$ cat config.mk
export PLATFORM = sky130hd
export DESIGN_NAME = fabric_vc_fifo
export DESIGN_NICKNAME = d
export VERILOG_FILES = /design/src/rtl/fabric_fifo_pkg.sv /design/src/rtl/fabric_vc_queue_ctrl.sv /design/src/rtl/fabric_vc_fifo.sv
export SDC_FILE = /design/constraint.sdc
export NUM_CORES = 1
export LEC_CHECK = 0
export ABC_AREA = 1
export CORE_AREA = 2 2 299 301
export CTS_BUF_LIST = sky130_fd_sc_hd__clkbuf_8
export DETAILED_ROUTE_END_ITERATION = 10
export DIE_AREA = 0 0 301 303
export DONT_BUFFER_PORTS = 1
export SYNTH_ARGS = -nofsm -noshare
export SYNTH_HDL_FRONTEND = slang
export SYNTH_SLANG_ARGS = --single-unit
export TNS_END_PERCENT = 1
$ cat constraint.sdc
create_clock -name clk -period 4.95 [get_ports clk]
set_input_delay 0.99 -clock clk [delete_from_list [all_inputs] [get_ports clk]]
set_output_delay 0.99 -clock clk [all_outputs]
set_load 0.01 [all_outputs]
$ cat src/rtl/fabric_fifo_pkg.sv
// fabric_fifo_pkg
//   Shared helpers for the fabric egress path: flit field positions derived
//   from the flit width, and the VC index width derived from the VC count.
//   Flit layout, MSB first: valid, head, tail, payload.
package fabric_fifo_pkg;

    function automatic int flit_valid_bit(input int width);
        return width - 1;
    endfunction

    function automatic int flit_head_bit(input int width);
        return width - 2;
    endfunction

    function automatic int flit_tail_bit(input int width);
        return width - 3;
    endfunction

    function automatic int vc_idx_w(input int num_vc);
        return (num_vc > 1) ? $clog2(num_vc) : 1;
    endfunction

endpackage

$ cat src/rtl/fabric_vc_queue_ctrl.sv
// fabric_vc_queue_ctrl
//   Bookkeeping for one virtual channel of fabric_vc_fifo: read/write
//   pointers, word count and complete-packet count. Produces the per-VC
//   flags and the accept strobes; storage lives in the parent.
// Ports
//   clk, preset_full (async, active-high), clear (sync)
//   wr_req_i / wr_tail_i : write addressed to this VC, tail bit of that flit
//   rd_req_i / rd_tail_i : read addressed to this VC, tail bit of head flit
//   wr_acc_o / rd_acc_o  : request accepted this cycle
//   wr_ptr_o / rd_ptr_o  : current slot pointers (0..DEPTH-1)
//   full_o, empty_o, almost_empty_o, read_ready_o : flags from registered state
module fabric_vc_queue_ctrl
    import fabric_fifo_pkg::*;
#(
    parameter int DEPTH       = 8,
    parameter int PACKET_MODE = 0,
    parameter int PTR_W       = $clog2(DEPTH),
    parameter int CNT_W       = $clog2(DEPTH + 1)
) (
    input  logic             clk,
    input  logic             preset_full,
    input  logic             clear,
    input  logic             wr_req_i,
    input  logic             wr_tail_i,
    input  logic             rd_req_i,
    input  logic             rd_tail_i,
    output logic             wr_acc_o,
    output logic             rd_acc_o,
    output logic [PTR_W-1:0] wr_ptr_o,
    output logic [PTR_W-1:0] rd_ptr_o,
    output logic             full_o,
    output logic             empty_o,
    output logic             almost_empty_o,
    output logic             read_ready_o
);

    logic [PTR_W-1:0] wr_ptr_q, wr_ptr_d;
    logic [PTR_W-1:0] rd_ptr_q, rd_ptr_d;
    logic [CNT_W-1:0] cnt_q, cnt_d;
    logic [CNT_W-1:0] pkt_q, pkt_d;
    logic             pkt_inc, pkt_dec;

    assign full_o         = (cnt_q == CNT_W'(DEPTH));
    assign empty_o        = (cnt_q == '0);
    assign almost_empty_o = (cnt_q <= CNT_W'(1));
    assign read_ready_o   = (PACKET_MODE != 0) ? (pkt_q != '0) : ~empty_o;

    // Both sides judged on pre-cycle flags: a full VC still accepts a read,
    // an empty VC still accepts a write, and there is no bypass.
    assign wr_acc_o = wr_req_i & ~full_o;
    assign rd_acc_o = rd_req_i & read_ready_o;

    assign pkt_inc = wr_acc_o & wr_tail_i;
    assign pkt_dec = rd_acc_o & rd_tail_i;

    assign wr_ptr_o = wr_ptr_q;
    assign rd_ptr_o = rd_ptr_q;

    always_comb begin
        wr_ptr_d = wr_ptr_q;
        rd_ptr_d = rd_ptr_q;
        cnt_d    = cnt_q;
        pkt_d    = pkt_q;
        if (wr_acc_o)
            wr_ptr_d = (wr_ptr_q == PTR_W'(DEPTH - 1)) ? '0 : wr_ptr_q + 1'b1;
        if (rd_acc_o)
            rd_ptr_d = (rd_ptr_q == PTR_W'(DEPTH - 1)) ? '0 : rd_ptr_q + 1'b1;
        case ({wr_acc_o, rd_acc_o})
            2'b10:   cnt_d = cnt_q + 1'b1;
            2'b01:   cnt_d = cnt_q - 1'b1;
            default: cnt_d = cnt_q;
        endcase
        case ({pkt_inc, pkt_dec})
            2'b10:   pkt_d = pkt_q + 1'b1;
            2'b01:   pkt_d = pkt_q - 1'b1;
            default: pkt_d = pkt_q;
        endcase
    end

    always_ff @(posedge clk or posedge preset_full) begin
        if (preset_full) begin
            wr_ptr_q <= '0;
            rd_ptr_q <= '0;
            cnt_q    <= '0;
            pkt_q    <= '0;
        end else if (clear) begin
            wr_ptr_q <= '0;
            rd_ptr_q <= '0;
            cnt_q    <= '0;
            pkt_q    <= '0;
        end else begin
            wr_ptr_q <= wr_ptr_d;
            rd_ptr_q <= rd_ptr_d;
            cnt_q    <= cnt_d;
            pkt_q    <= pkt_d;
        end
    end

endmodule

$ cat src/rtl/fabric_vc_fifo.sv
// fabric_vc_fifo
//   Multi-VC synchronous flit FIFO for the fabric port output path. NUM_VC
//   independent queues of DEPTH entries share one write and one read port.
//   Optional whole-packet read mode, sticky overflow/underflow flags.
// Ports
//   clk, preset_full (async, active-high), clear (sync, same effect)
//   i_data_in, i_vc, i_write_en      : write port; i_full_out per-VC full
//   o_vc, o_read_en                  : read port
//   o_data_out, o_valid_out          : registered read data, 1-cycle latency
//   o_empty_out, o_almost_empty_out, o_next_is_tail, o_read_ready : per-VC
//   o_overflow, o_underflow          : sticky error flags
module fabric_vc_fifo
    import fabric_fifo_pkg::*;
#(
    parameter int WIDTH       = 36,
    parameter int DEPTH       = 8,
    parameter int NUM_VC      = 2,
    parameter int PACKET_MODE = 0,
    parameter int VC_W        = vc_idx_w(NUM_VC)
) (
    input  logic              clk,
    input  logic              preset_full,
    input  logic              clear,
    input  logic [WIDTH-1:0]  i_data_in,
    input  logic [VC_W-1:0]   i_vc,
    input  logic              i_write_en,
    output logic [NUM_VC-1:0] i_full_out,
    input  logic [VC_W-1:0]   o_vc,
    input  logic              o_read_en,
    output logic [WIDTH-1:0]  o_data_out,
    output logic              o_valid_out,
    output logic [NUM_VC-1:0] o_empty_out,
    output logic [NUM_VC-1:0] o_almost_empty_out,
    output logic [NUM_VC-1:0] o_next_is_tail,
    output logic [NUM_VC-1:0] o_read_ready,
    output logic              o_overflow,
    output logic              o_underflow
);

    localparam int TAIL_BIT = flit_tail_bit(WIDTH);
    localparam int ENTRIES  = NUM_VC * DEPTH;
    localparam int ADDR_W   = (ENTRIES > 1) ? $clog2(ENTRIES) : 1;
    localparam int PTR_W    = $clog2(DEPTH);

    // Shared storage, VC v occupies entries v*DEPTH .. v*DEPTH+DEPTH-1.
    logic [WIDTH-1:0] mem [ENTRIES];

    logic [NUM_VC-1:0]             wr_req, rd_req, wr_acc, rd_acc, head_tail;
    logic [NUM_VC-1:0][PTR_W-1:0]  wr_ptr, rd_ptr;
    logic [NUM_VC-1:0][ADDR_W-1:0] wr_addr_v, rd_addr_v;

    logic [ADDR_W-1:0] wr_addr, rd_addr;
    logic              wr_any, rd_any;

    logic [WIDTH-1:0] data_q;
    logic             valid_q, ovf_q, udf_q;

    for (genvar v = 0; v < NUM_VC; v++) begin : g_vc
        localparam int BASE = v * DEPTH;

        assign wr_req[v]    = i_write_en & (i_vc == VC_W'(v));
        assign rd_req[v]    = o_read_en & (o_vc == VC_W'(v));
        assign wr_addr_v[v] = ADDR_W'(BASE) + ADDR_W'(wr_ptr[v]);
        assign rd_addr_v[v] = ADDR_W'(BASE) + ADDR_W'(rd_ptr[v]);
        assign head_tail[v] = mem[rd_addr_v[v]][TAIL_BIT];
        // Memory is not reset, so the head flit is only meaningful when non-empty.
        assign o_next_is_tail[v] = ~o_empty_out[v] & head_tail[v];

        fabric_vc_queue_ctrl #(
            .DEPTH       (DEPTH),
            .PACKET_MODE (PACKET_MODE)
        ) u_ctrl (
            .clk            (clk),
            .preset_full    (preset_full),
            .clear          (clear),
            .wr_req_i       (wr_req[v]),
            .wr_tail_i      (i_data_in[TAIL_BIT]),
            .rd_req_i       (rd_req[v]),
            .rd_tail_i      (head_tail[v]),
            .wr_acc_o       (wr_acc[v]),
            .rd_acc_o       (rd_acc[v]),
            .wr_ptr_o       (wr_ptr[v]),
            .rd_ptr_o       (rd_ptr[v]),
            .full_o         (i_full_out[v]),
            .empty_o        (o_empty_out[v]),
            .almost_empty_o (o_almost_empty_out[v]),
            .read_ready_o   (o_read_ready[v])
        );
    end

    // At most one VC accepts per port, so an OR-style select is enough.
    always_comb begin
        wr_any  = 1'b0;
        rd_any  = 1'b0;
        wr_addr = '0;
        rd_addr = '0;
        for (int v = 0; v < NUM_VC; v++) begin
            if (wr_acc[v]) begin
                wr_any  = 1'b1;
                wr_addr = wr_addr_v[v];
            end
            if (rd_acc[v]) begin
                rd_any  = 1'b1;
                rd_addr = rd_addr_v[v];
            end
        end
    end

    // Accepted read and write never share a slot: equal pointers imply
    // empty (read rejected) or full (write rejected).
    always_ff @(posedge clk) begin
        if (wr_any && !clear)
            mem[wr_addr] <= i_data_in;
    end

    always_ff @(posedge clk or posedge preset_full) begin
        if (preset_full) begin
            data_q  <= '0;
            valid_q <= 1'b0;
            ovf_q   <= 1'b0;
            udf_q   <= 1'b0;
        end else if (clear) begin
            data_q  <= '0;
            valid_q <= 1'b0;
            ovf_q   <= 1'b0;
            udf_q   <= 1'b0;
        end else begin
            valid_q <= rd_any;
            if (rd_any)
                data_q <= mem[rd_addr];
            // A write to an out-of-range VC index is also a rejected write.
            ovf_q <= ovf_q | (i_write_en & ~wr_any);
            udf_q <= udf_q | (o_read_en & ~rd_any);
        end
    end

    assign o_data_out  = data_q;
    assign o_valid_out = valid_q;
    assign o_overflow  = ovf_q;
    assign o_underflow = udf_q;

endmodule

* Word level (Yosys, flattened, before mapping)
Memory sizes are Yosys's and may differ from the RTL's. Index checks and enable logic that the tools add are counted. Widths: inputs -> output; s select.
Storage, ports and cells: logic and storage cells 97, flip-flop bits (word level) 59, RAM bits 576, input bits 43, output and inout bits 49, memories kept 1
Cells by class: bitwise gates (word level) 22, $add $sub $neg 10, order comparisons 2, equal/unequal tests 10, reduce and logical (&&, ||, !) cells 11, muxes and demuxes 31
Memories:
- mem | depth 16, bits a word 36, read ports 3, clocked after Yosys merged registers in 0, wr ports 1, RTL line fabric_vc_fifo.sv:46 | logic [WIDTH-1:0] mem [ENTRIES];
Operators by type and width (count):
- $mux 36 | 2
- $mux 3 | 14
- $mux 4 | 4
- $pmux 4 s2 | 2
- $add 3x1->3 const B | 4
- $and 1x1->1 | 12
- $eq 3x3->1 const B | 4
- $reduce_bool 2->1 | 5
- $mux 1 | 9
- $add 4x1->4 const B | 2
- $add 4x3->4 const A | 2
- $eq 4x4->1 const B | 2
- $le 4x1->1 const B | 2
- $logic_not 4->1 | 2
- $not 1->1 | 8
- $sub 4x1->4 const B | 2
- $reduce_bool 3->1 | 2
- $eq 2x1->1 const B | 2
- $eq 2x2->1 const B | 2
- $or 1x1->1 | 2
- $logic_and 1x1->1 | 1
- $logic_not 1->1 | 1

* Depth between registers and ports, before layout
Gate-level depths: netlist of the first run.
depth in word-level cells 9, gate-level depth with buffers 15, gate-level depth less buffers 14

* Hierarchy
A second synthesis of the first run with hierarchy kept.
Unflattened totals: cell total of the unflattened synthesis 2232, area total of the unflattened synthesis 26247.7 um^2
By module, submodules not included:
- fabric_vc_fifo | times used 1, cells an instance 2052, area each 24808.8 um^2, seq. area each 18272.5 um^2
- fabric_vc_queue_ctrl | times used 2, cells an instance 90, area each 719.4 um^2, seq. area each 250.2 um^2

* Worst setup path before layout of the first run
OpenSTA, ideal clock, no wires.
path kind input to register, start point in i_write_en, end point mem mem[11][0] (enable), library setup time 0.429 ns, arrival 3.422 ns, setup slack 1.099 ns, cell stages on the path 8, buffers on the path 0, required time 4.521 ns, cell sequence inv_1 nor3_1 inv_1 nor2_1 inv_1 nand2_1 nand2_1 nor2_1
On the way: cells in the longest elaborated chain, start to end 7, elaborated cells on any way between the ends 11, those cells by class mux (6); bitwise (4); reduce/logical (1)
RTL lines:
- start, declared | RTL line fabric_vc_fifo.sv:26 | input logic i_write_en,
- $and 1x1->1 | RTL line fabric_vc_fifo.sv:61 | assign wr_req[v] = i_write_en & (i_vc == VC_W'(v));
- $and 1x1->1 | RTL line fabric_vc_queue_ctrl.sv:50 | assign wr_acc_o = wr_req_i & ~full_o;
- $mux 1 (2 in a row) | RTL line fabric_vc_fifo.sv:98 | if (wr_acc[v]) begin
- $logic_and 1x1->1 | RTL line fabric_vc_fifo.sv:112 | if (wr_any && !clear)
- $mux 1 | RTL line fabric_vc_fifo.sv:112
- $mux 1 (implied by the code) | RTL line fabric_vc_fifo.sv:113 | mem[wr_addr] <= i_data_in;
- end, declared | RTL line fabric_vc_fifo.sv:46
Parallel ways exist; a longest one is shown, timed or not.

* Worst setup path in the final report of the first run
start point reg g_vc[0].u_ctrl.cnt_q[0], end point mem mem[2][13] (enable)
On the way: cells in the longest elaborated chain, start to end 8, elaborated cells on any way between the ends 10, those cells by class eq/ne (1); mux (6); bitwise (2); reduce/logical (1)
RTL lines:
- start, declared | RTL line fabric_vc_queue_ctrl.sv:39 | logic [CNT_W-1:0] cnt_q, cnt_d;
- start signal, assigned | RTL line fabric_vc_queue_ctrl.sv:94 | cnt_q <= cnt_d;
- $eq 4x4->1 (*) | RTL line fabric_vc_queue_ctrl.sv:43 | assign full_o = (cnt_q == CNT_W'(DEPTH));
- named net i_full_out[0] | RTL line fabric_vc_fifo.sv:27 | output logic [NUM_VC-1:0] i_full_out,
- $not 1->1 (*) | RTL line fabric_vc_queue_ctrl.sv:50
- $and 1x1->1 (*) | RTL line fabric_vc_queue_ctrl.sv:50
- $mux 1 (2 in a row) | RTL line fabric_vc_fifo.sv:98
- $logic_and 1x1->1 | RTL line fabric_vc_fifo.sv:112
- $mux 1 | RTL line fabric_vc_fifo.sv:112
- $mux 1 (implied by the code) | RTL line fabric_vc_fifo.sv:113
Mark *: on every way through the listed nets, which the timed path passes. The rest lies on a longest branch.

==> results of run 1 <==
## placed cells by master, fill, tap and decap left out, drive strengths merged
cell type	count
nand3b	1
a21oi	3
bufinv	2
buf	34
inv	78
xor2	2
dfrtp	59
clkbuf	106
clkinv	40
or2	1
diode	1
nor3	2
a31oi	2
nand2	401
nor2	49
o211ai	4
ha	14
a22oi	1
o31ai	4
a22o	1
nand3	846
nand4	1
edfxtp	576
o22ai	5
o21ai	25
## flip-flops by register name (all words and copies together), names as in the netlist
register and cells:
o_overflow 1, g_vc.u_ctrl.rd_ptr_o 6, g_vc.u_ctrl.cnt_q 8, g_vc.u_ctrl.wr_ptr_o 6, mem 576, o_data_out 36, o_valid_out 1, o_underflow 1
## metal layers
metal | up-vias | wire, um | track usage, %
li1 | 7956 | - | -
met1 | 8900 | 29100 | 20.0
met2 | 754 | 35000 | 26.0
met3 | 123 | 6430 | 3.95
met4 | 0 | 1890 | 5.60
met5 | - | 0 | 0
## worst max path at each step
stage / startpoint / end / slack [ns] / cells past startpoint
3_5_place_dp: i_write_en / mem[2][6]$_DFFE_PP_ / 1.13 / 7
3_3_place_gp: i_write_en / mem[7][7]$_DFFE_PP_ / 1.27 / 9
4_1_cts: g_vc[0].u_ctrl.cnt_q[0]$_DFFE_PP0P_ / mem[2][13]$_DFFE_PP_ / 1.26 / 10
6_report: g_vc[0].u_ctrl.cnt_q[0]$_DFFE_PP0P_ / mem[2][13]$_DFFE_PP_ / 1.23 / 10
2_1_floorplan: i_write_en / mem[11][0]$_DFFE_PP_ / 1.10 / 8
5_1_grt: g_vc[0].u_ctrl.cnt_q[0]$_DFFE_PP0P_ / mem[2][13]$_DFFE_PP_ / 1.00 / 10
## power breakdown
part	internal, mW	leakage (nW)	total [mW]	switching (mW)
combinational	0.401	3.31	1.52	1.12
clock	2.09	1.08	4.16	2.07
sequential	5.97	5.98	6.12	0.149
total	8.47	10.4	11.8	3.34
## critical path: cells and delay by family, from the launching register on
kind / cells / cell delay [ns]
AND/OR/NAND/NOR: 5 / 1.60
buffers and inverters: 3 / 0.79
flip-flops: 1 / 0.40
AO/OA/AOI/OAI: 1 / 0.30
adder cells (fa/ha/maj): 1 / 0.24
## final cells by class
cell class                 count  area (um2)
clock inverter                78         402
antenna                        1        2.50
fill                        8601       58700
timing repair buffer          34         343
clock buffer                 106        1460
multi-input combinational   1362        6650
inverter                      42         161
tap                         1165        1460
sequential                   635       18800
## kinds of logic (layout without fill, tap and decap cells)
logic type               after synthesis  after routing  share of synthesized area [%]
flip-flops                           635            635                           71.5
AND/OR/NAND/NOR                     1301           1301                           22.9
AO/OA/AOI/OAI                         45             45                           1.06
buffers and inverters                205            260                           3.72
other                                  0              1                              0
XOR/XNOR                               2              2                         0.0668
adder cells (fa/ha/maj)               14             14                          0.668
## through the flow
stage | power (mW) | worst slack, ns | util (%)
floorplan | 7.34 | 1.10 | -
global placement | 7.72 | 1.27 | 31.1
detailed placement | 7.75 | 1.13 | 31.1
CTS | 11.9 | 1.26 | 33.2
global route | 12.3 | 1.00 | 33.3
finish | 11.8 | 1.23 | 33.3
==> flow_metrics.tcl, run 1 <==
set metrics [dict create \
    status "finished clean" \
    cts_sinks 635 \
    synth_top_area_cell "edfxtp_1" \
    cts_buffer_depth 3 \
    first_pass_iters 5 \
    cts_tree "yes" \
    drc 0 \
    grt_overflow 0 \
    routed_wl_um 72500 \
    netlist_top_cells_area "edfxtp_1 (66%), nand3_1 (16%), nand2_1 (5.6%)" \
    yosysMostFrequentCell "nand3_1" \
    hpwl_um 39500 \
    ctsRootBufferMaster "clkbuf_8" \
    synth.yosys.seq_area_share_pct 71.5 \
    rr_startpoint "g_vc[0].u_ctrl.cnt_q[0]$_DFFE_PP0P_" \
    hold_viol 0 \
    grt_pass1_wl_um 109000 \
    clock_latency_ns 0.70 \
    synth_top_area_share_pct 65.9 \
    num_rows 109 \
    ant_nets 0 \
    path_cells "inv_1, ha_1, nand2_1, nor2_1, nor3_1, inv_1, o22ai_1, nand2_1, nor2_4, buf_4" \
    coreArea_um2 88000 \
    cap_violations 0 \
    required_ns 5.29 \
    ios 92 \
    die_x_um 301 \
    p_leak_nw 10.4 \
    cts_resized 0 \
    crit_path_end_kind "flop" \
    ff2ff_setup_slack_ns 1.23 \
    area_growth_pct 11.5 \
    initial_utilization_pct 29.8 \
    worst_hold_slack_ns 0.203 \
    nets 2231 \
    maxSlewHeadroom_pct 18.2 \
    fmax_mhz 269 \
    postLayoutCellArea_um2 29200 \
    vias 17700 \
    die-area_um2 91200 \
    crit_type "reg -> reg" \
    htree_levels 3 \
    avgSynthCellArea_um2 11.9 \
    crit_arrival_ns 4.06 \
    r2r_end "mem[2][13]$_DFFE_PP_" \
    dpl_cell_area_um2 27400 \
    dp.cells 3238 \
    min_period_ns 3.72 \
    cts_setup_buffers 0 \
    grt_util_all_layers_pct 15.7 \
    synthDistinctLibCells 34 \
    crit_slowest_cell "nor2_4" \
    synth_edf_count 576 \
    synth_common_cells "nand3_1 (843), edfxtp_1 (576), nand2_1 (394), buf_2 (85), dfrtp_1 (59)" \
    first_global_vias 17300 \
    cts_buffers 99 \
    post-route-period-util_pct 75.1 \
    drt-initial-drc-count 2013 \
    grt_max_degree 245 \
    gp_congestion 0.804 \
    viasPerCell 5.18 \
    numPortBuffers 0 \
    worstPathMaxFanout 20 \
    fin_skew_ns 0.0332 \
    rsz0062_at_grt "no" \
    layout.cells.non_filler 3423 \
    max_stage_delay_ns 0.63 \
    die_y_um 303 \
    ff2ff_path_depth 10 \
    drv_slew 0 \
    worstSetupStartpointType "flop" \
    holdBufCountCts 0 \
    hp-class "in -> async" \
    syn_nets 2259 \
    clk_pin_slew_ns 0.06 \
    worst_pin_slew_ns 1.23 \
    ys_warn_count 0 \
    antenna_found_initial 3 \
    setup-violations-final 0 \
    syn_inst 2202 \
    wl_per_cell_um 21.2 \
    powerDensity_nw_per_um2 404 \
    async_reset_ff_share_pct 9.29 \
    setup_tns_ns 0 \
    synth_ff_type "edfxtp_1" \
    synth-seq-cells 635 \
    synth_area_um2 26200 \
    ir_worst_vdd_mv 0.233 \
    drive_above_1_share_pct 8.73 \
]
No activity file was read; power rests on OpenSTA's default activity.
==> run 2, diff against run 1 <==
clock period = 3.9 ns   (was 4.95 ns; I/O delays follow)
==> run 2 against run 1 <==
Net effect: worst hold slack worse by 0.048 ns; global-route usage is 0.49 points lower; first-iteration DRC count is 16% lower; maximum frequency is 4.9% higher; combinational power is 28% higher; count of clock-buffer cells in the layout is 2 lower; non-clock buffer count is 9 higher; die area stayed put; total power is 25% higher; sequential share of layout area is 0.32 points lower; largest cell class unchanged; highest routed layer unchanged.
==> flow_metrics.tcl, run 2 (synthesis results as in run 1) <==
set metrics [dict create \
    status "finished clean" \
    regMostFlops "mem" \
    rsz0062_at_grt "no" \
    ant_nets 0 \
    die_x_um 301 \
    min_period_ns 3.54 \
    hpwl_um 37500 \
    power.switching_mw 4.13 \
    fmax_mhz 282 \
    drv_slew 0 \
    area_growth_pct 12.0 \
    final_common_cell "nand3_1" \
    cts_buffers 99 \
    r2r_end "mem[8][33]$_DFFE_PP_" \
    ir_worst_vdd_mv 0.242 \
    ff2ff_path_depth 13 \
    path_buf_inv 5 \
    gp_congestion 0.798 \
    crit_path_end_kind "flop" \
    clk_pin_slew_ns 0.06 \
    worst_pin_slew_ns 1.11 \
    cts_buffer_depth 3 \
    largest_reg_flops 576 \
    powerDensity_nw_per_um2 504 \
    first_pass_iters 5 \
    path_cells "inv_1, ha_1, nand2_1, nor2_1, nor3_1, inv_1, nor2_1, inv_1, nand2_1, inv_1, nand2_1, nor2_4, buf_4" \
    wl_per_cell_um 20.4 \
    holdBufCountCts 0 \
    drive_above_1_share_pct 8.89 \
    setup-violations-final 0 \
    intPower_mw 10.7 \
    p_clk_share_pct 34.6 \
    first_global_vias 17500 \
    mostFrequentLayoutCells "nand3_1 (843), edfxtp_1 (576), nand2_1 (394)" \
    grt_pass1_wl_um 107000 \
    hp-class "in -> async" \
    clock_latency_ns 0.70 \
    cap_violations 0 \
    nets 2240 \
    cts_sinks 635 \
    fin_ws_ns 0.358 \
    post-route-period-util_pct 90.8 \
    fillCellCount 8569 \
    crit_arrival_ns 3.87 \
    grt_overflow 0 \
    vias 17500 \
    seq_area_um2 18800 \
    setup_tns_ns 0 \
    worstPathMaxFanout 19 \
    drt-initial-drc-count 1699 \
    max_stage_delay_ns 0.65 \
    sequentialPowerShare_pct 52.3 \
    cp_common_cell "inv_1" \
    die-area_um2 91200 \
    num_rows 109 \
    antenna_found_initial 2 \
    routed_wl_um 70000 \
    hold_viol 0 \
    ios 92 \
    coreArea_um2 88000 \
    drc 0 \
    viasPerCell 5.10 \
    crit_slowest_cell "nor2_4" \
    crit_type "reg -> reg" \
    maxSlewHeadroom_pct 26.2 \
    worstSetupStartpointType "flop" \
    ctsRootBufferMaster "clkbuf_8" \
    swShare_pct 27.9 \
    critPathTopFamily "simple AND/OR/NAND/NOR gates" \
    grt_util_all_layers_pct 15.2 \
    fin_skew_ns 0.0285 \
    htree_levels 3 \
    cts_setup_buffers 0 \
    multiInputGateArea_um2 6650 \
    p_leak_nw 10.5 \
    combinationalPowerShare_pct 13.1 \
    cts_resized 0 \
    die_y_um 303 \
    grt_max_degree 152 \
    initial_utilization_pct 29.8 \
    numPortBuffers 0 \
    pre_cts_slack_ns 0.350 \
    required_ns 4.23 \
    ff2ff_setup_slack_ns 0.36 \
    rr_startpoint "g_vc[0].u_ctrl.cnt_q[0]$_DFFE_PP0P_" \
    cts_tree "yes" \
]
==> run 2: changes by cell type in the layout (fill, tap and decap cells not counted), moves of 2 or more <==
| cell | delta |
|---|---|
| buf_12 | +11 |
| buf_4 | -2 |
| clkbuf_8 | -2 |
| clkinv_1 | -14 |
| clkinv_2 | -3 |
| clkinvlp_4 | +3 |
| inv_1 | +13 |
==> run 2: how the worst max path moves through the flow <==
stage	startpoint	to	cells past startpoint
after floorplan	i_write_en	mem[11][0]$_DFFE_PP_	8
after global placement	g_vc[0].u_ctrl.cnt_q[0]$_DFFE_PP0P_	mem[8][35]$_DFFE_PP_	13
after detailed placement	g_vc[0].u_ctrl.cnt_q[0]$_DFFE_PP0P_	mem[8][29]$_DFFE_PP_	13
after CTS	g_vc[0].u_ctrl.cnt_q[0]$_DFFE_PP0P_	mem[8][15]$_DFFE_PP_	13
after global routing	g_vc[0].u_ctrl.cnt_q[0]$_DFFE_PP0P_	mem[8][33]$_DFFE_PP_	13
final	g_vc[0].u_ctrl.cnt_q[0]$_DFFE_PP0P_	mem[8][33]$_DFFE_PP_	13
==> run 2: final cells by class <==
| class | instances | share of cell area (%) |
|---|---|---|
| inverter | 42 | 0.549 |
| clock buffer | 104 | 4.87 |
| sequential | 635 | 63.9 |
| clock inverter | 74 | 1.26 |
| timing repair buffer | 43 | 1.86 |
| tap | 1165 | 4.96 |
| antenna | 1 | 0.00851 |
| multi-input combinational | 1362 | 22.6 |
==> run 2: worst register-to-register path, cell delays in order, from the launching register on <==
cell	delay, ns
dfrtp_1	0.42
inv_1	0.14
ha_1	0.23
nand2_1	0.08
nor2_1	0.27
nor3_1	0.17
inv_1	0.18
nor2_1	0.08
inv_1	0.06
nand2_1	0.08
inv_1	0.08
nand2_1	0.24
nor2_4	0.65
buf_4	0.47
==> run 2: metal layers <==
layer | global-route usage, % | vias up | wire [um]
met1 | 18.3 | 8797 | 27900
met4 | 5.66 | 0 | 1840
met2 | 26.6 | 596 | 35400
met3 | 3.47 | 119 | 4820
li1 | - | 7976 | -
met5 | 0 | - | 0
==> run 2: power groups by stage <==
stage | combinational (mW) | clock (mW) | sequential [mW]
after floorplan | 1.49 | 0 | 7.83
after global placement | 1.91 | 0 | 7.90
after detailed placement | 1.95 | 0 | 7.90
after CTS | 1.96 | 5.25 | 7.76
after global routing | 2.17 | 5.52 | 7.77
final | 1.94 | 5.12 | 7.75
==> run 2: through the flow <==
stage / power [mW] / utilization (%) / hold slack [ns] / area, um2 / cells
2_1_floorplan: 9.32 / - / 0.491 / 26200 / 2202
3_3_place_gp: 9.80 / 31.4 / 0.521 / 27600 / 3247
3_5_place_dp: 9.85 / 31.4 / 0.530 / 27600 / 3247
4_1_cts: 15.0 / 33.4 / 0.114 / 29400 / 3425
5_1_grt: 15.5 / 33.4 / 0.139 / 29400 / 3426
6_report: 14.8 / 33.4 / 0.155 / 29400 / 3426
